### config.mk
export PLATFORM = sky130hd
export DESIGN_NAME = store_queue_flat
export DESIGN_NICKNAME = d
export VERILOG_FILES = /design/src/rtl/store_queue_if.sv /design/src/rtl/store_queue.sv /design/src/flat_wrapper.sv
export SDC_FILE = /design/constraint.sdc
export NUM_CORES = 1
export LEC_CHECK = 0
export ABC_AREA = 1
export ABC_CLOCK_PERIOD_IN_PS = 6700
export CAP_MARGIN = 15
export CORE_UTILIZATION = 45
export DETAILED_ROUTE_END_ITERATION = 8
export PLACE_DENSITY_LB_ADDON = 0.15
export RECOVER_POWER = 50
export REMOVE_ABC_BUFFERS = 1
export SYNTH_ARGS = -nofsm -noshare
export SYNTH_HDL_FRONTEND = slang
export SYNTH_SLANG_ARGS = --single-unit
### constraint.sdc
create_clock -name cpu_clock_i -period 6.7 [get_ports cpu_clock_i]
set_input_delay 1.34 -clock cpu_clock_i [delete_from_list [all_inputs] [get_ports cpu_clock_i]]
set_output_delay 1.34 -clock cpu_clock_i [all_outputs]
set_load 0.005 [all_outputs]
### src/rtl/store_queue_if.sv
// store_queue_if: AGU enqueue, ROB commit/flush, load conflict probe and memory drain port
interface store_queue_if;
    logic        flush_i;
    logic        enqueue_en_i;
    logic [29:0] enqueue_address_i;
    logic [31:0] enqueue_data_i;
    logic [3:0]  enqueue_bm_i;
    logic        enqueue_io_i;
    logic [4:0]  enqueue_rob_i;
    logic        enqueue_full_o;
    logic        commit_i;
    logic [29:0] conflict_address_i;
    logic [3:0]  conflict_bm_i;
    logic        conflict_o;
    logic        mem_req_o;
    logic [29:0] mem_addr_o;
    logic [31:0] mem_data_o;
    logic [3:0]  mem_bm_o;
    logic        mem_io_o;
    logic [4:0]  mem_rob_o;
    logic        mem_ack_i;
    logic        empty_o;

    modport master (
        output flush_i, enqueue_en_i, enqueue_address_i, enqueue_data_i, enqueue_bm_i,
               enqueue_io_i, enqueue_rob_i, commit_i, conflict_address_i, conflict_bm_i, mem_ack_i,
        input  enqueue_full_o, conflict_o, mem_req_o, mem_addr_o, mem_data_o, mem_bm_o,
               mem_io_o, mem_rob_o, empty_o
    );

    modport slave (
        input  flush_i, enqueue_en_i, enqueue_address_i, enqueue_data_i, enqueue_bm_i,
               enqueue_io_i, enqueue_rob_i, commit_i, conflict_address_i, conflict_bm_i, mem_ack_i,
        output enqueue_full_o, conflict_o, mem_req_o, mem_addr_o, mem_data_o, mem_bm_o,
               mem_io_o, mem_rob_o, empty_o
    );
endinterface

### src/rtl/store_queue.sv
// store_queue: in-order store buffer holding stores until commit, draining committed ones to memory
module store_queue #(
    parameter int DEPTH = 8
) (
    input logic          cpu_clock_i,
    input logic          cpu_reset_i,
    store_queue_if.slave sq
);
    localparam int IW = $clog2(DEPTH);
    localparam int PW = IW + 1;

    typedef enum logic {IDLE, REQ} state_e;

    state_e        state_q, state_d;
    logic [PW-1:0] head_q, head_d, commit_q, commit_d, tail_q, tail_d, count;
    logic [29:0]   addr_q [DEPTH];
    logic [31:0]   data_q [DEPTH];
    logic [3:0]    bm_q   [DEPTH];
    logic          io_q   [DEPTH];
    logic [4:0]    rob_q  [DEPTH];
    logic [DEPTH-1:0] valid;
    logic          full, enq, conflict;
    logic          mem_req_q, mem_req_d, mem_io_q, mem_io_d;
    logic [29:0]   mem_addr_q, mem_addr_d;
    logic [31:0]   mem_data_q, mem_data_d;
    logic [3:0]    mem_bm_q, mem_bm_d;
    logic [4:0]    mem_rob_q, mem_rob_d;
    logic [IW-1:0] hidx;

    // Pointer bookkeeping: a flush rewinds tail to the commit point after any same-cycle commit
    always_comb begin
        count    = tail_q - head_q;
        full     = count == PW'(DEPTH);
        enq      = sq.enqueue_en_i && !full && !sq.flush_i;
        commit_d = commit_q + PW'(sq.commit_i && commit_q != tail_q);
        tail_d   = sq.flush_i ? commit_d : tail_q + PW'(enq);
    end

    // Drain FSM: latch the oldest committed entry onto the memory port and hold it until acked
    always_comb begin
        hidx       = head_q[IW-1:0];
        state_d    = state_q;
        head_d     = head_q;
        mem_req_d  = mem_req_q;
        mem_addr_d = mem_addr_q;
        mem_data_d = mem_data_q;
        mem_bm_d   = mem_bm_q;
        mem_io_d   = mem_io_q;
        mem_rob_d  = mem_rob_q;
        if (state_q == IDLE && head_q != commit_q) begin
            mem_req_d  = 1'b1;
            mem_addr_d = addr_q[hidx];
            mem_data_d = data_q[hidx];
            mem_bm_d   = bm_q[hidx];
            mem_io_d   = io_q[hidx];
            mem_rob_d  = rob_q[hidx];
            state_d    = REQ;
        end else if (state_q == REQ && sq.mem_ack_i) begin
            head_d    = head_q + PW'(1);
            mem_req_d = 1'b0;
            state_d   = IDLE;
        end
    end

    // Load conflict probe over every occupied slot, including the one currently draining
    always_comb begin
        valid    = '0;
        conflict = 1'b0;
        for (int i = 0; i < DEPTH; i++) begin
            valid[i] = {1'b0, IW'(i) - head_q[IW-1:0]} < count;
            conflict = conflict || (valid[i] && addr_q[i] == sq.conflict_address_i &&
                                    |(bm_q[i] & sq.conflict_bm_i));
        end
    end

    // Control state; asynchronous reset abandons any in-flight drain request
    always_ff @(posedge cpu_clock_i or posedge cpu_reset_i) begin
        if (cpu_reset_i) begin
            state_q    <= IDLE;
            head_q     <= '0;
            commit_q   <= '0;
            tail_q     <= '0;
            mem_req_q  <= 1'b0;
            mem_addr_q <= '0;
            mem_data_q <= '0;
            mem_bm_q   <= '0;
            mem_io_q   <= 1'b0;
            mem_rob_q  <= '0;
        end else begin
            state_q    <= state_d;
            head_q     <= head_d;
            commit_q   <= commit_d;
            tail_q     <= tail_d;
            mem_req_q  <= mem_req_d;
            mem_addr_q <= mem_addr_d;
            mem_data_q <= mem_data_d;
            mem_bm_q   <= mem_bm_d;
            mem_io_q   <= mem_io_d;
            mem_rob_q  <= mem_rob_d;
        end
    end

    // Entry payload storage; occupancy comes from the pointers so no reset is needed here
    always_ff @(posedge cpu_clock_i) begin
        if (enq) begin
            addr_q[tail_q[IW-1:0]] <= sq.enqueue_address_i;
            data_q[tail_q[IW-1:0]] <= sq.enqueue_data_i;
            bm_q[tail_q[IW-1:0]]   <= sq.enqueue_bm_i;
            io_q[tail_q[IW-1:0]]   <= sq.enqueue_io_i;
            rob_q[tail_q[IW-1:0]]  <= sq.enqueue_rob_i;
        end
    end

    assign sq.enqueue_full_o = full;
    assign sq.conflict_o     = conflict;
    assign sq.mem_req_o      = mem_req_q;
    assign sq.mem_addr_o     = mem_addr_q;
    assign sq.mem_data_o     = mem_data_q;
    assign sq.mem_bm_o       = mem_bm_q;
    assign sq.mem_io_o       = mem_io_q;
    assign sq.mem_rob_o      = mem_rob_q;
    assign sq.empty_o        = head_q == tail_q && state_q == IDLE;
endmodule

### src/flat_wrapper.sv
// flat-port wrapper written by rule: the top's interface ports become plain ports
module store_queue_flat 
#(
    parameter int DEPTH = 8
)
  (cpu_clock_i, cpu_reset_i, sq_flush_i, sq_enqueue_en_i, sq_enqueue_address_i, sq_enqueue_data_i, sq_enqueue_bm_i, sq_enqueue_io_i, sq_enqueue_rob_i, sq_commit_i, sq_conflict_address_i, sq_conflict_bm_i, sq_mem_ack_i, sq_enqueue_full_o, sq_conflict_o, sq_mem_req_o, sq_mem_addr_o, sq_mem_data_o, sq_mem_bm_o, sq_mem_io_o, sq_mem_rob_o, sq_empty_o);
  store_queue_if sq_i ();
  input logic cpu_clock_i;
  input logic cpu_reset_i;
  input wire logic [$bits(sq_i.flush_i)-1:0] sq_flush_i;
  input wire logic [$bits(sq_i.enqueue_en_i)-1:0] sq_enqueue_en_i;
  input wire logic [$bits(sq_i.enqueue_address_i)-1:0] sq_enqueue_address_i;
  input wire logic [$bits(sq_i.enqueue_data_i)-1:0] sq_enqueue_data_i;
  input wire logic [$bits(sq_i.enqueue_bm_i)-1:0] sq_enqueue_bm_i;
  input wire logic [$bits(sq_i.enqueue_io_i)-1:0] sq_enqueue_io_i;
  input wire logic [$bits(sq_i.enqueue_rob_i)-1:0] sq_enqueue_rob_i;
  input wire logic [$bits(sq_i.commit_i)-1:0] sq_commit_i;
  input wire logic [$bits(sq_i.conflict_address_i)-1:0] sq_conflict_address_i;
  input wire logic [$bits(sq_i.conflict_bm_i)-1:0] sq_conflict_bm_i;
  input wire logic [$bits(sq_i.mem_ack_i)-1:0] sq_mem_ack_i;
  output wire logic [$bits(sq_i.enqueue_full_o)-1:0] sq_enqueue_full_o;
  output wire logic [$bits(sq_i.conflict_o)-1:0] sq_conflict_o;
  output wire logic [$bits(sq_i.mem_req_o)-1:0] sq_mem_req_o;
  output wire logic [$bits(sq_i.mem_addr_o)-1:0] sq_mem_addr_o;
  output wire logic [$bits(sq_i.mem_data_o)-1:0] sq_mem_data_o;
  output wire logic [$bits(sq_i.mem_bm_o)-1:0] sq_mem_bm_o;
  output wire logic [$bits(sq_i.mem_io_o)-1:0] sq_mem_io_o;
  output wire logic [$bits(sq_i.mem_rob_o)-1:0] sq_mem_rob_o;
  output wire logic [$bits(sq_i.empty_o)-1:0] sq_empty_o;
  assign sq_i.flush_i = sq_flush_i;
  assign sq_i.enqueue_en_i = sq_enqueue_en_i;
  assign sq_i.enqueue_address_i = sq_enqueue_address_i;
  assign sq_i.enqueue_data_i = sq_enqueue_data_i;
  assign sq_i.enqueue_bm_i = sq_enqueue_bm_i;
  assign sq_i.enqueue_io_i = sq_enqueue_io_i;
  assign sq_i.enqueue_rob_i = sq_enqueue_rob_i;
  assign sq_i.commit_i = sq_commit_i;
  assign sq_i.conflict_address_i = sq_conflict_address_i;
  assign sq_i.conflict_bm_i = sq_conflict_bm_i;
  assign sq_i.mem_ack_i = sq_mem_ack_i;
  assign sq_enqueue_full_o = sq_i.enqueue_full_o;
  assign sq_conflict_o = sq_i.conflict_o;
  assign sq_mem_req_o = sq_i.mem_req_o;
  assign sq_mem_addr_o = sq_i.mem_addr_o;
  assign sq_mem_data_o = sq_i.mem_data_o;
  assign sq_mem_bm_o = sq_i.mem_bm_o;
  assign sq_mem_io_o = sq_i.mem_io_o;
  assign sq_mem_rob_o = sq_i.mem_rob_o;
  assign sq_empty_o = sq_i.empty_o;
  store_queue #(.DEPTH(DEPTH)) u_core (.cpu_clock_i(cpu_clock_i), .cpu_reset_i(cpu_reset_i), .sq(sq_i));
endmodule
==> impl_metrics.csv <==
group,metric,value,unit
run_status,violations,"max-capacitance violations, max-slew violations",
timing,finalSetupViolations,0,
setup_path,worst-setup-path-type,"reg -> out",
pwr,power,0.0138,W
run_status,status,"complete, but fails checks",
setup_path,path_max_fanout,25,
detailed_routing,avgViaCountPerCell,5.46,
yosys,yosysWarnings,0,
setup_path,cp.arrival,4.55,ns
die,fp.coreArea,64500,µm²
yosys,synthArstFlopShare,0.129,
cells_and_area,finalNonFillerCells,3744,
die,num_rows,93,
clocking,cts_resized,0,
grt,antenna_found_initial,16,
timing,max_freq,170,MHz
placement,dpl.hpwl,49000,µm
placement,place_congestion,0.884,
grt,grt_pass1_wl,124000,µm
placement,portBuffers,187,
timing,period_minus_slack,5.89,ns
grt,use_met3,0.0457,
detailed_routing,post_drt_wl_per_cell,22.1,µm
timing,tightest_slew,3.76,ns
timing,post-route-period-util,0.880,
yosys,syn-cell-area,29400,µm²
die,design.die.area,66300,µm²
grt,grt_pass1_vias,20100,
min_path,holdPathStages,2,
clocking,cts.sinks,661,
detailed_routing,drc,0,
timing,fin_worst_skew,0.0246,ns
placement,pre_cts_slack,1.44,ns
clocking,hold_buffers,0,
cells_and_area,fin_area,34200,µm²
setup_path,reg2reg_depth,4,
clocking,clockBufferDepth,3,
die,pin_count,188,
grt,met2_usage,0.398,
yosys,synth_ff_type,"edfxtp_1",
grt,grt_busiest_layer,"met2",
setup_path,cp.required,5.36,ns
placement,numPlacedInstances,3607,
cells_and_area,syn2layout_area_growth,16.4,%
clocking,root_buffer,"clkbuf_16",
pwr,cellPowerDensity,404,nW/µm²
detailed_routing,ant_nets,0,
die,start_util,0.456,
pwr,vdd_drop_max,0.364,mV
die,die_height,258,µm
clocking,post-cts-setup-buffer-count,0,
yosys,synth_area_per_cell,10.9,µm²
job,max_cap_violations,4,
setup_path,endpoint_kind,"primary output",
pwr,p_leak,12.2,nW
timing,rsz0062_at_grt,"no",
clocking,cts_tree,"yes",
placement,placed_cell_area,32000,µm²
die,die_x,258,µm
grt,grtUsageTotal,0.249,
cells_and_area,nets,2952,
detailed_routing,dr.pass1.iters,6,
yosys,yosysUniqueCellTypes,31,
detailed_routing,vias,20400,
detailed_routing,initialDrtViolationCount,1843,
yosys,syn_inst,2692,
timing,fin_ws,0.806,ns
detailed_routing,drt-total-wl,82600,µm
setup_path,crit_path_start_kind,"flop",
timing,slew_headroom,-1.51,
clocking,htreeDepth,3,
clocking,clock_latency,0.60,ns
timing,final-hold-violation-count,0,
yosys,yosysSeqAreaShare,0.661,
grt,grtUsageMet1,0.342,
cells_and_area,drive_gt1_frac,0.0524,
yosys,synth-edff-count,576,
min_path,worstHoldPathType,"reg -> reg",
grt,grt_overflow,0,
yosys,synth-seq-cells,661,
cells_and_area,fillers,5609,
clocking,clk_pin_slew_worst_paths,0.06,ns
cells_and_area,fin_util,0.531,
grt,grt_max_degree,164,
clocking,cts_buffers,71,
timing,drv_slew,140,
-- layer usage --
layer	part of all wire	wire length [µm]
met2	0.47	38600
met1	0.43	35500
met5	0.0013	104
met3	0.073	6060
met4	0.029	2430
-- cells in the mapped netlist, types with 3 or more instances --
| master | number | area share |
|---|---|---|
| o211ai_1 | 22 | 0.0056 |
| a21oi_1 | 3 | 0.00051 |
| a31oi_1 | 72 | 0.015 |
| clkbuf_1 | 81 | 0.010 |
| buf_2 | 59 | 0.010 |
| inv_1 | 48 | 0.0061 |
| xor2_1 | 7 | 0.0021 |
| o21ai_0 | 22 | 0.0037 |
| nor2_2 | 6 | 0.0013 |
| xnor2_1 | 228 | 0.068 |
| nand3_1 | 421 | 0.072 |
| nand4_1 | 3 | 0.00064 |
| inv_2 | 3 | 0.00038 |
| edfxtp_1 | 576 | 0.59 |
| nand2_1 | 835 | 0.11 |
| buf_4 | 7 | 0.0018 |
| ha_1 | 13 | 0.0055 |
| dfrtp_1 | 85 | 0.072 |
| nor2_1 | 172 | 0.022 |
| buf_1 | 14 | 0.0018 |
-- stage by stage --
stage	TNS, ns	hold WS, ns
floorplan	-1555.08	0.522
detailed placement	0	0.543
global route	0	0.579
finish	0	0.549
global placement	0	0.534
CTS	0	0.554
-- area by class of cell --
class | count | area, µm² | area share
repair buffers | 221 | 2200 | 0.0644
diodes | 7 | 17.5 | 0.000512
multi-input cells | 1818 | 9110 | 0.266
flip-flops and latches | 661 | 19400 | 0.568
clock inverters | 26 | 175 | 0.00512
clock buffers | 104 | 1990 | 0.0583
well taps | 855 | 1070 | 0.0313
inverters | 52 | 208 | 0.00607
-- kinds of logic (layout without fill, tap and decap cells) --
group                    Yosys count  in the layout  synth area share
AO/OA/AOI/OAI                    122            122            0.0260
flip-flops                       661            661             0.661
adder cells (fa/ha/maj)           15             15           0.00690
other                              0              7                 0
XOR/XNOR                         237            237            0.0712
buffers and inverters            213            403            0.0307
AND/OR/NAND/NOR                 1444           1444             0.204
-- layout by cell type, fill, tap and decap left out, types with 3 or more instances in the layout --
cell             netlist  routed
clkinv_2               1      12
a31oi_1               72      72
nand4_1                3       3
clkbuf_16              0      73
a21oi_1                3       3
dfrtp_1               85      82
clkbuf_1              81      29
buf_4                  7      24
dlygate4sd3_1          0     100
diode_2                0       7
o211ai_1              22      22
ha_1                  13      13
xor2_1                 7       7
o21ai_0               22      22
xnor2_1              228     228
dfrtp_4                0       3
buf_12                 0       7
edfxtp_1             576     576
clkbuf_8               0       5
nand3_1              421     421
inv_1                 48      48
nor2_4                 0       9
clkinv_1               0       9
nor2_1               172     168
clkdlybuf4s50_1        0      87
nand2_1              835     835
-- worst paths after layout --
kind,from,to,slack (ns)
hold reg to reg,u_core.sq.mem_data_o[7],u_core.sq.mem_data_o[7],0.55
min in group asynchronous,cpu_reset_i,u_core.sq.mem_data_o[9],1.96
setup / recovery,u_core.head_q[2],sq_conflict_o,0.81
setup reg to reg,u_core.head_q[2],u_core.sq.mem_data_o[22],1.48
hold / removal,u_core.sq.mem_data_o[7],u_core.sq.mem_data_o[7],0.55
max in group asynchronous,cpu_reset_i,u_core.head_q[0],1.83
-- power breakdown --
| part | internal [W] | total, W | leakage, nW | switching [W] |
|---|---|---|---|---|
| logic | 0.00162 | 0.00460 | 4.99 | 0.00298 |
| registers | 0.00507 | 0.00550 | 6.15 | 0.000421 |
| clock network | 0.00211 | 0.00371 | 1.06 | 0.00160 |
-- critical path, cell delays in order (launching register included) --
cell and delay (ns):
dfrtp_4 0.63, inv_1 1.05, ha_1 0.50, or2_2 0.30, nand2_1 0.23, nor2_1 0.08
o21ai_0 0.14, nand2_1 0.10, nand3_1 0.11, nand2_1 0.09, nor2_1 0.10, nand2_1 0.12
clkdlybuf4s50_1 0.48
-- state kept, by name, summed over array words and instances, names as in the netlist --
name / flops
u_core.data_q: 256
u_core.sq.mem_rob_o: 5
u_core.head_q: 4
u_core.io_q: 8
u_core.bm_q: 32
u_core.commit_q: 4
u_core.sq.mem_io_o: 1
u_core.sq.mem_req_o: 1
u_core.sq.mem_addr_o: 30
u_core.sq.mem_bm_o: 4
u_core.rob_q: 40
u_core.tail_q: 4
u_core.addr_q: 240
u_core.sq.mem_data_o: 32
(Power assumes the default switching activity.)
